`config.mk`:
```
export PLATFORM = sky130hd
export DESIGN_NAME = multiplier_radix4
export DESIGN_NICKNAME = d
export VERILOG_FILES = /design/src/rtl/multiplier_radix4_pkg.sv /design/src/rtl/multiplier_radix4_cal_radix4.sv /design/src/rtl/multiplier_radix4.sv
export SDC_FILE = /design/constraint.sdc
export NUM_CORES = 1
export LEC_CHECK = 0
export BUFFER_PORTS_ARGS = -buffer_cell sky130_fd_sc_hd__buf_2
export CAP_MARGIN = 25
export CORE_UTILIZATION = 45
export DETAILED_ROUTE_END_ITERATION = 6
export GPL_TIMING_DRIVEN = 0
export PLACE_DENSITY = 0.69
export REMOVE_ABC_BUFFERS = 1
export SYNTH_ARGS = -nofsm -noshare
export SYNTH_HDL_FRONTEND = slang
export SYNTH_SLANG_ARGS = --single-unit
export TNS_END_PERCENT = 100
```
`constraint.sdc`:
```
create_clock -name clk -period 4.9 [get_ports clk]
set_input_delay 0.245 -clock clk [delete_from_list [all_inputs] [get_ports clk]]
set_output_delay 0.245 -clock clk [all_outputs]
set_load 0.01 [all_outputs]
```
`src/rtl/multiplier_radix4_pkg.sv`:
```
// Shared definitions for the sequential radix-4 Booth multiplier: state encoding,
// sizing constants and the Booth digit-to-addend selection.
package multiplier_radix4_pkg;

    typedef enum logic [1:0] {
        ST_IDLE = 2'b00,
        ST_EXEC = 2'b01,
        ST_DONE = 2'b10
    } mul_state_e;

    localparam int MUL_STEPS = 32;
    localparam int MUL_W     = 64;

    // Addend is two bits wider than M so that +/-2M cannot overflow.
    function automatic logic [MUL_W+1:0] booth_addend(input logic [2:0]       window,
                                                      input logic [MUL_W-1:0] m);
        logic [MUL_W+1:0] m_ext;
        m_ext = {{2{m[MUL_W-1]}}, m};
        case (window)
            3'b001, 3'b010: booth_addend = m_ext;
            3'b011:         booth_addend = {m_ext[MUL_W:0], 1'b0};
            3'b100:         booth_addend = -{m_ext[MUL_W:0], 1'b0};
            3'b101, 3'b110: booth_addend = -m_ext;
            default:        booth_addend = {(MUL_W+2){1'b0}};
        endcase
    endfunction

endpackage

```
`src/rtl/multiplier_radix4_cal_radix4.sv`:
```
// One combinational radix-4 Booth step: add the selected multiple of M into the
// upper half of the partial product, then shift the whole value right by two.
module cal_radix4
    import multiplier_radix4_pkg::*;
(
    input  logic [MUL_W-1:0]   multiplier,
    input  logic [2:0]         last_3bits,
    input  logic [2*MUL_W-1:0] result_in,
    output logic [2*MUL_W-1:0] result_out
);

    localparam int PW = 2 * MUL_W;

    logic [MUL_W+1:0]       addend_s;
    logic signed [PW+1:0]   sum_s;

    // Sum is carried at PW+2 bits so the intermediate before the shift is exact.
    always_comb begin
        addend_s   = booth_addend(last_3bits, multiplier);
        sum_s      = $signed({{2{result_in[PW-1]}}, result_in})
                   + $signed({addend_s, {MUL_W{1'b0}}});
        result_out = PW'(sum_s >>> 2);
    end

endmodule

```
`src/rtl/multiplier_radix4.sv`:
```
// Sequential 64x64 signed multiplier: FSM, step counter and partial-product
// register around a single combinational radix-4 Booth step.
module multiplier_radix4
    import multiplier_radix4_pkg::*;
#(
    parameter int WIDTH = MUL_W,
    parameter int STEPS = MUL_STEPS
) (
    input  logic                 clk,
    input  logic                 reset_n,
    input  logic                 op_start,
    input  logic                 op_clear,
    input  logic [WIDTH-1:0]     multiplier,
    input  logic [WIDTH-1:0]     multiplicand,
    output logic                 op_done,
    output logic [2*WIDTH-1:0]   result
);

    localparam int CNT_W = $clog2(STEPS);
    localparam logic [CNT_W-1:0] LAST_CNT = CNT_W'(STEPS - 1);

    mul_state_e           state_r;
    mul_state_e           next_state_s;
    logic [WIDTH-1:0]     m_reg_r;
    logic [2*WIDTH-1:0]   acc_r;
    logic                 q_m1_r;
    logic [CNT_W-1:0]     cnt_r;
    logic                 op_done_r;
    logic [2*WIDTH-1:0]   step_out_s;
    logic                 load_s;
    logic                 step_s;
    logic                 done_d_s;

    cal_radix4 u_step (
        .multiplier (m_reg_r),
        .last_3bits ({acc_r[1], acc_r[0], q_m1_r}),
        .result_in  (acc_r),
        .result_out (step_out_s)
    );

    // State register; op_clear forces IDLE regardless of state.
    always_ff @(posedge clk or negedge reset_n) begin
        if (!reset_n) begin
            state_r <= ST_IDLE;
        end else if (op_clear) begin
            state_r <= ST_IDLE;
        end else begin
            state_r <= next_state_s;
        end
    end

    // Next-state logic.
    always_comb begin
        next_state_s = state_r;
        case (state_r)
            ST_IDLE: begin
                if (op_start) next_state_s = ST_EXEC;
                else          next_state_s = ST_IDLE;
            end
            ST_EXEC: begin
                if (cnt_r == LAST_CNT) next_state_s = ST_DONE;
                else                   next_state_s = ST_EXEC;
            end
            ST_DONE: begin
                if (op_start) next_state_s = ST_EXEC;
                else          next_state_s = ST_DONE;
            end
            default: next_state_s = ST_IDLE;
        endcase
    end

    // Datapath controls; done_d_s is the value op_done takes on the next edge.
    always_comb begin
        load_s   = 1'b0;
        step_s   = 1'b0;
        done_d_s = 1'b0;
        case (state_r)
            ST_IDLE: load_s = op_start;
            ST_EXEC: begin
                step_s   = 1'b1;
                done_d_s = (cnt_r == LAST_CNT);
            end
            ST_DONE: begin
                load_s   = op_start;
                done_d_s = ~op_start;
            end
            default: begin
                load_s   = 1'b0;
                step_s   = 1'b0;
                done_d_s = 1'b0;
            end
        endcase
    end

    // Operand capture, Booth iteration and registered done flag.
    always_ff @(posedge clk or negedge reset_n) begin
        if (!reset_n) begin
            m_reg_r   <= '0;
            acc_r     <= '0;
            q_m1_r    <= 1'b0;
            cnt_r     <= '0;
            op_done_r <= 1'b0;
        end else if (op_clear) begin
            acc_r     <= '0;
            q_m1_r    <= 1'b0;
            cnt_r     <= '0;
            op_done_r <= 1'b0;
        end else if (load_s) begin
            m_reg_r   <= multiplier;
            acc_r     <= {{WIDTH{1'b0}}, multiplicand};
            q_m1_r    <= 1'b0;
            cnt_r     <= '0;
            op_done_r <= 1'b0;
        end else if (step_s) begin
            acc_r     <= step_out_s;
            q_m1_r    <= acc_r[1];
            cnt_r     <= cnt_r + CNT_W'(1);
            op_done_r <= done_d_s;
        end else begin
            op_done_r <= done_d_s;
        end
    end

    assign op_done = op_done_r;
    assign result  = acc_r;

endmodule
```
# Word level (Yosys, flattened, before mapping)
# Index checks and enable logic that the tools add are counted.
op_classes:
  muxes: 20
  shift: 0
  add_sub_neg: 4
  bitwise: 2
  eq_ne: 9
  n_div: 0
  n_reduce_logical: 6
  n_mul: 0
  n_lt_le_gt_ge: 0
ops:
  columns: ["operator", "count"]
  rows:
  - ["2-to-1 mux 128 bit", 3]
  - ["case mux 66 bit (4 select lines)", 1]
  - ["negation 66 bit", 2]
  - ["adder 128 x 130 -> 130 bit", 1]
  - ["2-to-1 mux 5 bit", 3]
  - ["equality test 3 bit, second input constant", 3]
  - ["2-to-1 mux 1 bit", 8]
  - ["equality test 3 x 2 -> 1 bit, second input constant", 2]
  - ["2-to-1 mux 2 bit", 3]
  - ["case mux 2 bit (3 select lines)", 1]
  - ["OR reduction 2 bit", 3]
  - ["adder 5 x 1 -> 5 bit, second input constant", 1]
  - ["equality test 5 bit, second input constant", 1]
  - ["equality test 3 x 1 -> 1 bit, second input constant", 1]
  - ["nonzero test 3 bit", 1]
  - ["equality test 2 x 1 -> 1 bit, second input constant", 1]
  - ["equality test 2 bit, second input constant", 1]
  - ["logical NOT 2 bit", 1]
  - ["NOT 1 bit", 2]
  - ["case mux 1 bit (2 select lines)", 1]
  - ["AND reduction 2 bit", 1]
totals:
  n_memories: 0
  word_cells: 47
  latch_bits: 0
  romBits: 0
  ramBits: 0
  in_bits: 132
  output_inout_bits: 129
  ff_bits: 201

# Depth between registers and ports, before layout
depth:
  word_depth: 7
  mapped_depth: 24
  ltp_nobuf: 23

# Hierarchy
# A second synthesis with hierarchy kept.
unflattened:
  hier_cells: 1988
  hier_area_um2: 16947.5
modules_own_cells:
  columns: ["module", "cells_each", "instances", "area_each_um2", "seq_area_each_um2"]
  rows:
  - ["multiplier_radix4", 749, 1, 8971.1, 5029.8]
  - ["cal_radix4", 1239, 1, 7976.4, 0.0]

# Worst setup path after synthesis
# OpenSTA, ideal clock, no wires.
synth_path:
  kind: "register to register"
  start: "register m_reg_r[6]"
  end: "register acc_r[121] (netlist: result[121])"
  synth_period_minus_slack_ps: 5365
  n_path_buf: 1
  t_arrival_ps: 5279
  setup_ps: 87
  slack_ps: -465
  t_required_ps: 4813
  stages_incl_launch_ff: 23
  path_cell_list: "dfrtp_1 -> or4_4 -> or3_4 -> or4_4 -> or3_1 -> buf_2 -> nor3_1 -> xor2_1 -> nand2_1 -> o21ai_1 -> o22a_1 -> a21oi_1 -> ha_1 -> nand2_1 -> nor2_1 -> nand4_1 -> nor2_1 -> a211oi_1 -> o31a_1 -> o21ai_1 -> a21oi_1 -> or4_1 -> o211ai_1"
synth_via:
  elab_chain_len: 6
  word_cells_on_any_way: 7
synth_rtl:
  columns: ["item", "line", "rtl"]
  rows:
  - ["start: declaration", "multiplier_radix4.sv:24", "logic [WIDTH-1:0] m_reg_r;"]
  - ["start signal: assignment", "multiplier_radix4.sv:109", "m_reg_r <= multiplier;"]
  - ["negation 66 bit, on equally long branches", "multiplier_radix4_pkg.sv:23, multiplier_radix4_pkg.sv:22", null]
  - ["case mux 66 bit (4 select lines) *", "multiplier_radix4_pkg.sv:19", "case (window)"]
  - ["adder 128 x 130 -> 130 bit *", "multiplier_radix4_cal_radix4.sv:21", "+ $signed({addend_s, {MUL_W{1'b0}}});"]
  - ["2-to-1 mux 128 bit *", "multiplier_radix4.sv:114", "end else if (step_s) begin"]
  - ["2-to-1 mux 128 bit *", "multiplier_radix4.sv:108", "end else if (load_s) begin"]
  - ["2-to-1 mux 128 bit *", "multiplier_radix4.sv:103", "end else if (op_clear) begin"]
  - ["end signal: assignment", "multiplier_radix4.sv:110", "acc_r <= {{WIDTH{1'b0}}, multiplicand};"]
  - ["end signal: assignment", "multiplier_radix4.sv:115", "acc_r <= step_out_s;"]
  - ["end: declaration", "multiplier_radix4.sv:25", "logic [2*WIDTH-1:0] acc_r;"]
# Mark *: on every way between the ends. The rest lies on a longest branch, timed or not. The select of a mux whose other input is x is not followed.
# A chain may end at the register's enable or synchronous reset.

# Final worst setup path
layout_path:
  start: "register m_reg_r[5]"
  end: "register acc_r[121] (netlist: result[121])"
# Same word-level chain as after synthesis.

==> metrics.txt <==
H-Tree Depth 1; WL/cell 20.3 um; Initial Util 46.0%; hpwl dp 36700 um; worst setup path class flop to flop; Tcrit/Tclk final 111%; final worst path period need between 5 and 6 ns; CP Launch Type flop; Clk pwr share 29.9%; pwr dens 277 nW/um2; grt met1 use 38.5%; data required time of the worst path roughly 5.4 ns; vias in the first global route 15800; mean area per synthesized cell approximately 8 um2; GR Util All Layers 29.8%; # DRC 0; Final Wtd Congestion 0.956; die area approximately 35000 um2; Reg power frac 37.1%; Slew Viols, Final 0; clock tree sinks roughly 200; top area cells in the synthesized netlist dfrtp_1 (32%), o21ai_0 (6.8%), ha_1 (5.8%), nand2_1 (5.5%), mux2i_1 (4.8%); number of iterations in the first detailed-routing pass 6; area of the multi-input gates 11200 um2; Seq/Total Area, Yosys 32.5%; Lkg Pwr 9.43 nW; total wire length 55700 um; most frequent CP cell a21oi_2; crit-path max FO 6; Power Internal 0.00376 W; Area Overhead vs Synth 37.8%; vias per std cell 6.03; vias 16500; Cell variety after synth 74; commonest non-fill, non-tap cell in the layout buf_2; Worst-Margin Slew 0.986 ns; Ports 261; crit path cell chain or4_4 > or3_4 > or3b_4 > or3_4 > nor3_4 > xnor2_1 > nor2_1 > a21oi_1 > a2bb2oi_2 > a21oi_2 > ha_4 > and2_4 > nand4_1 > a21oi_2 > a211oi_4 > o31a_1 > o21ai_4 > a21oi_2 > or4_1 > o211ai_1; CTS tree built; Setup TNS -8.79 ns; max cap viols 0; GRT busiest layer met2; Sw Pwr between 0.002 and 0.0025 W; Synth Register Bits around 200; Core Area between 30000 and 40000 um2; Net Sw Frac 36.4%; Clock Root Buffer clkbuf_16; slowest CP cell or4_4; outcome finished with violations; Fin Hold WS 0.00260 ns; met3 Resource Use GR approximately 4.7%; clock latency on the worst-skew pair ~0.55 ns; combinational power share 33.0%; first-pass GRT wire length 85000 um; Post-Syn Area approximately 15000 um2; Clock transition at path regs 0.06 ns; post-route setup slack -0.527 ns; EDFF count, synth 0; Hold Vio Cnt, Final 0; initial antenna violation count 4; Register Area 5050 um2; Synth Flop Type dfrtp_1; RSZ-0062 raised after global routing yes; most frequent cells in the layout buf_2 (259), nand2_1 (213), dfrtp_1 (192); WP data arrival approximately 5.9 ns; filler instances about 2800; CTS Buffer Depth 3; failing checks negative setup slack; synthesized instance count 1888; delay-heaviest family, CP simple AND/OR/NAND/NOR gates; total power 0.00591 W; final setup skew approximately 0.025 ns; die height 188 um; Nets 2479; share of post-route cells with drive strength above 1 31.2%; post-synth top area cell dfrtp_1; 1st-iter DRT viols 1573; endpoint class of the critical path flop; grt total ovfl 0; Final ANT Viol Nets 0; GR met2 Demand/Resource 50.3%; Worst Path Buf+Inv 0; number of buffers created by CTS 24; Hold WC Path Type input port to flop; Peak supply drop 0.000290 V; Max stage delay on crit path ~0.56 ns; Core Rows 67; synth warn 0; maximum clock frequency roughly 180 MHz; pin count of the biggest net entering global routing between 100 and 150; Post-synth ARST share 100%; Slew headroom 34.0%; Finish-stage setup viols 31; die width around 190 um; area share of the largest cell type after synthesis between 30% and 40%; number of port buffers 260
path summary, 6_finish.rpt:
| check | endpoint | slack, ns | start | depth (start not counted) |
|---|---|---|---|---|
| worst max-delay path | result[121]$_DFFE_PN0P_ | -0.53 | m_reg_r[5]$_DFFE_PN0P_ | 20 |
| min in group asynchronous | result[8]$_DFFE_PN0P_ | 0.28 | reset_n | 2 |
| worst min-delay path | result[57]$_DFFE_PN0P_ | 0.003 | multiplicand[57] | 3 |
| worst max register to register | result[121]$_DFFE_PN0P_ | -0.53 | m_reg_r[5]$_DFFE_PN0P_ | 20 |
| max in group asynchronous | result[108]$_DFFE_PN0P_ | 3.54 | reset_n | 3 |
| worst min register to register | result[63]$_DFFE_PN0P_ | 0.52 | result[63]$_DFFE_PN0P_ | 2 |
Yosys cell counts, types with 4 or more instances:
| library cell | instances |
|---|---|
| a211oi_1 | 15 |
| a21o_1 | 34 |
| a21oi_1 | 146 |
| a221oi_1 | 13 |
| a22oi_1 | 51 |
| a31oi_1 | 13 |
| and2_1 | 10 |
| and3_1 | 13 |
| and4_1 | 4 |
| buf_1 | 12 |
| buf_2 | 5 |
| clkbuf_1 | 112 |
| dfrtp_1 | 201 |
| ha_1 | 72 |
| inv_1 | 24 |
| mux2_2 | 61 |
| mux2i_1 | 74 |
| nand2_1 | 227 |
| nand2b_1 | 17 |
| nand3_1 | 24 |
| nand4_1 | 19 |
| nor2_1 | 182 |
| nor2b_1 | 16 |
| nor3_1 | 30 |
| nor4_1 | 13 |
| o211ai_1 | 6 |
| o21a_1 | 5 |
| o21ai_0 | 212 |
| o21ai_1 | 5 |
| o21bai_1 | 15 |
| o22ai_1 | 14 |
| o31ai_1 | 7 |
| or2_2 | 6 |
| or3_1 | 21 |
| or3_4 | 5 |
| or4_1 | 13 |
| xnor2_1 | 69 |
| xor2_1 | 60 |
cells by family after synthesis:
family	after synthesis	share of synthesized area, %
fa+ha+maj	73	5.94
xor+xnor	129	7.29
buf+inv	154	3.82
mux	135	9.21
compound gates	569	21.9
flops	201	32.5
simple gates	627	19.4
layout make-up:
class,instances,area share (%)
antenna,2,0.0234
clock buffer,33,3.21
clock inverter,11,0.463
inverter,24,0.439
multi-input combinational,1534,52.6
sequential,201,23.6
tap,448,2.63
timing repair buffer,489,17.0
layer usage:
metal | vias up | share of wire (%)
li1 | 7576 | -
met2 | 844 | 47
met4 | 4 | 3.9
met1 | 7950 | 40
met5 | - | 0.039
met3 | 147 | 8.5
worst register-to-register path, stage by stage (launching register included):
cell,delay [ns]
dfrtp_2,0.42
or4_4,0.56
or3_4,0.42
or3b_4,0.40
or3_4,0.44
nor3_4,0.18
xnor2_1,0.15
nor2_1,0.06
a21oi_1,0.17
a2bb2oi_2,0.17
a21oi_2,0.11
ha_4,0.32
and2_4,0.15
nand4_1,0.17
a21oi_2,0.22
a211oi_4,0.08
o31a_1,0.42
o21ai_4,0.29
a21oi_2,0.12
or4_1,0.40
o211ai_1,0.09
power groups by stage:
stage / Combinational, W / Clock, W / Sequential [W]
2_1_floorplan: 0.00102 / 0 / 0.00211
3_3_place_gp: 0.00150 / 0 / 0.00219
3_5_place_dp: 0.00152 / 0 / 0.00219
4_1_cts: 0.00175 / 0.00180 / 0.00217
5_1_grt: 0.00210 / 0.00187 / 0.00221
6_report: 0.00195 / 0.00177 / 0.00219
state kept, by name, summed over array words and instances, names as in the netlist:
name / flops
state_r: 2
cnt_r: 5
q_m1_r: 1
m_reg_r: 64
op_done: 1
result: 128
stage by stage:
step / area [um2] / std cells / utilization [%] / worst slack, ns
final: 21400 / 2742 / 63.4 / -0.527
after global routing: 21400 / 2742 / 63.4 / -0.620
after global placement: 16900 / 2466 / 50.0 / -4.86
after CTS: 20300 / 2704 / 60.2 / -0.441
after floorplan: 15000 / 1758 / - / -1.27
after detailed placement: 17200 / 2480 / 51.1 / -1.86
timing repair:
action	in CTS	in global routing
pin swaps	79	81
hold buffers	128	0
endpoints found under the setup margin	55	45
buffers inserted	53	36
gates cloned	1	0
hold endpoints to repair	215	0
gates resized for setup	172	168
(Power assumes the default switching activity.)
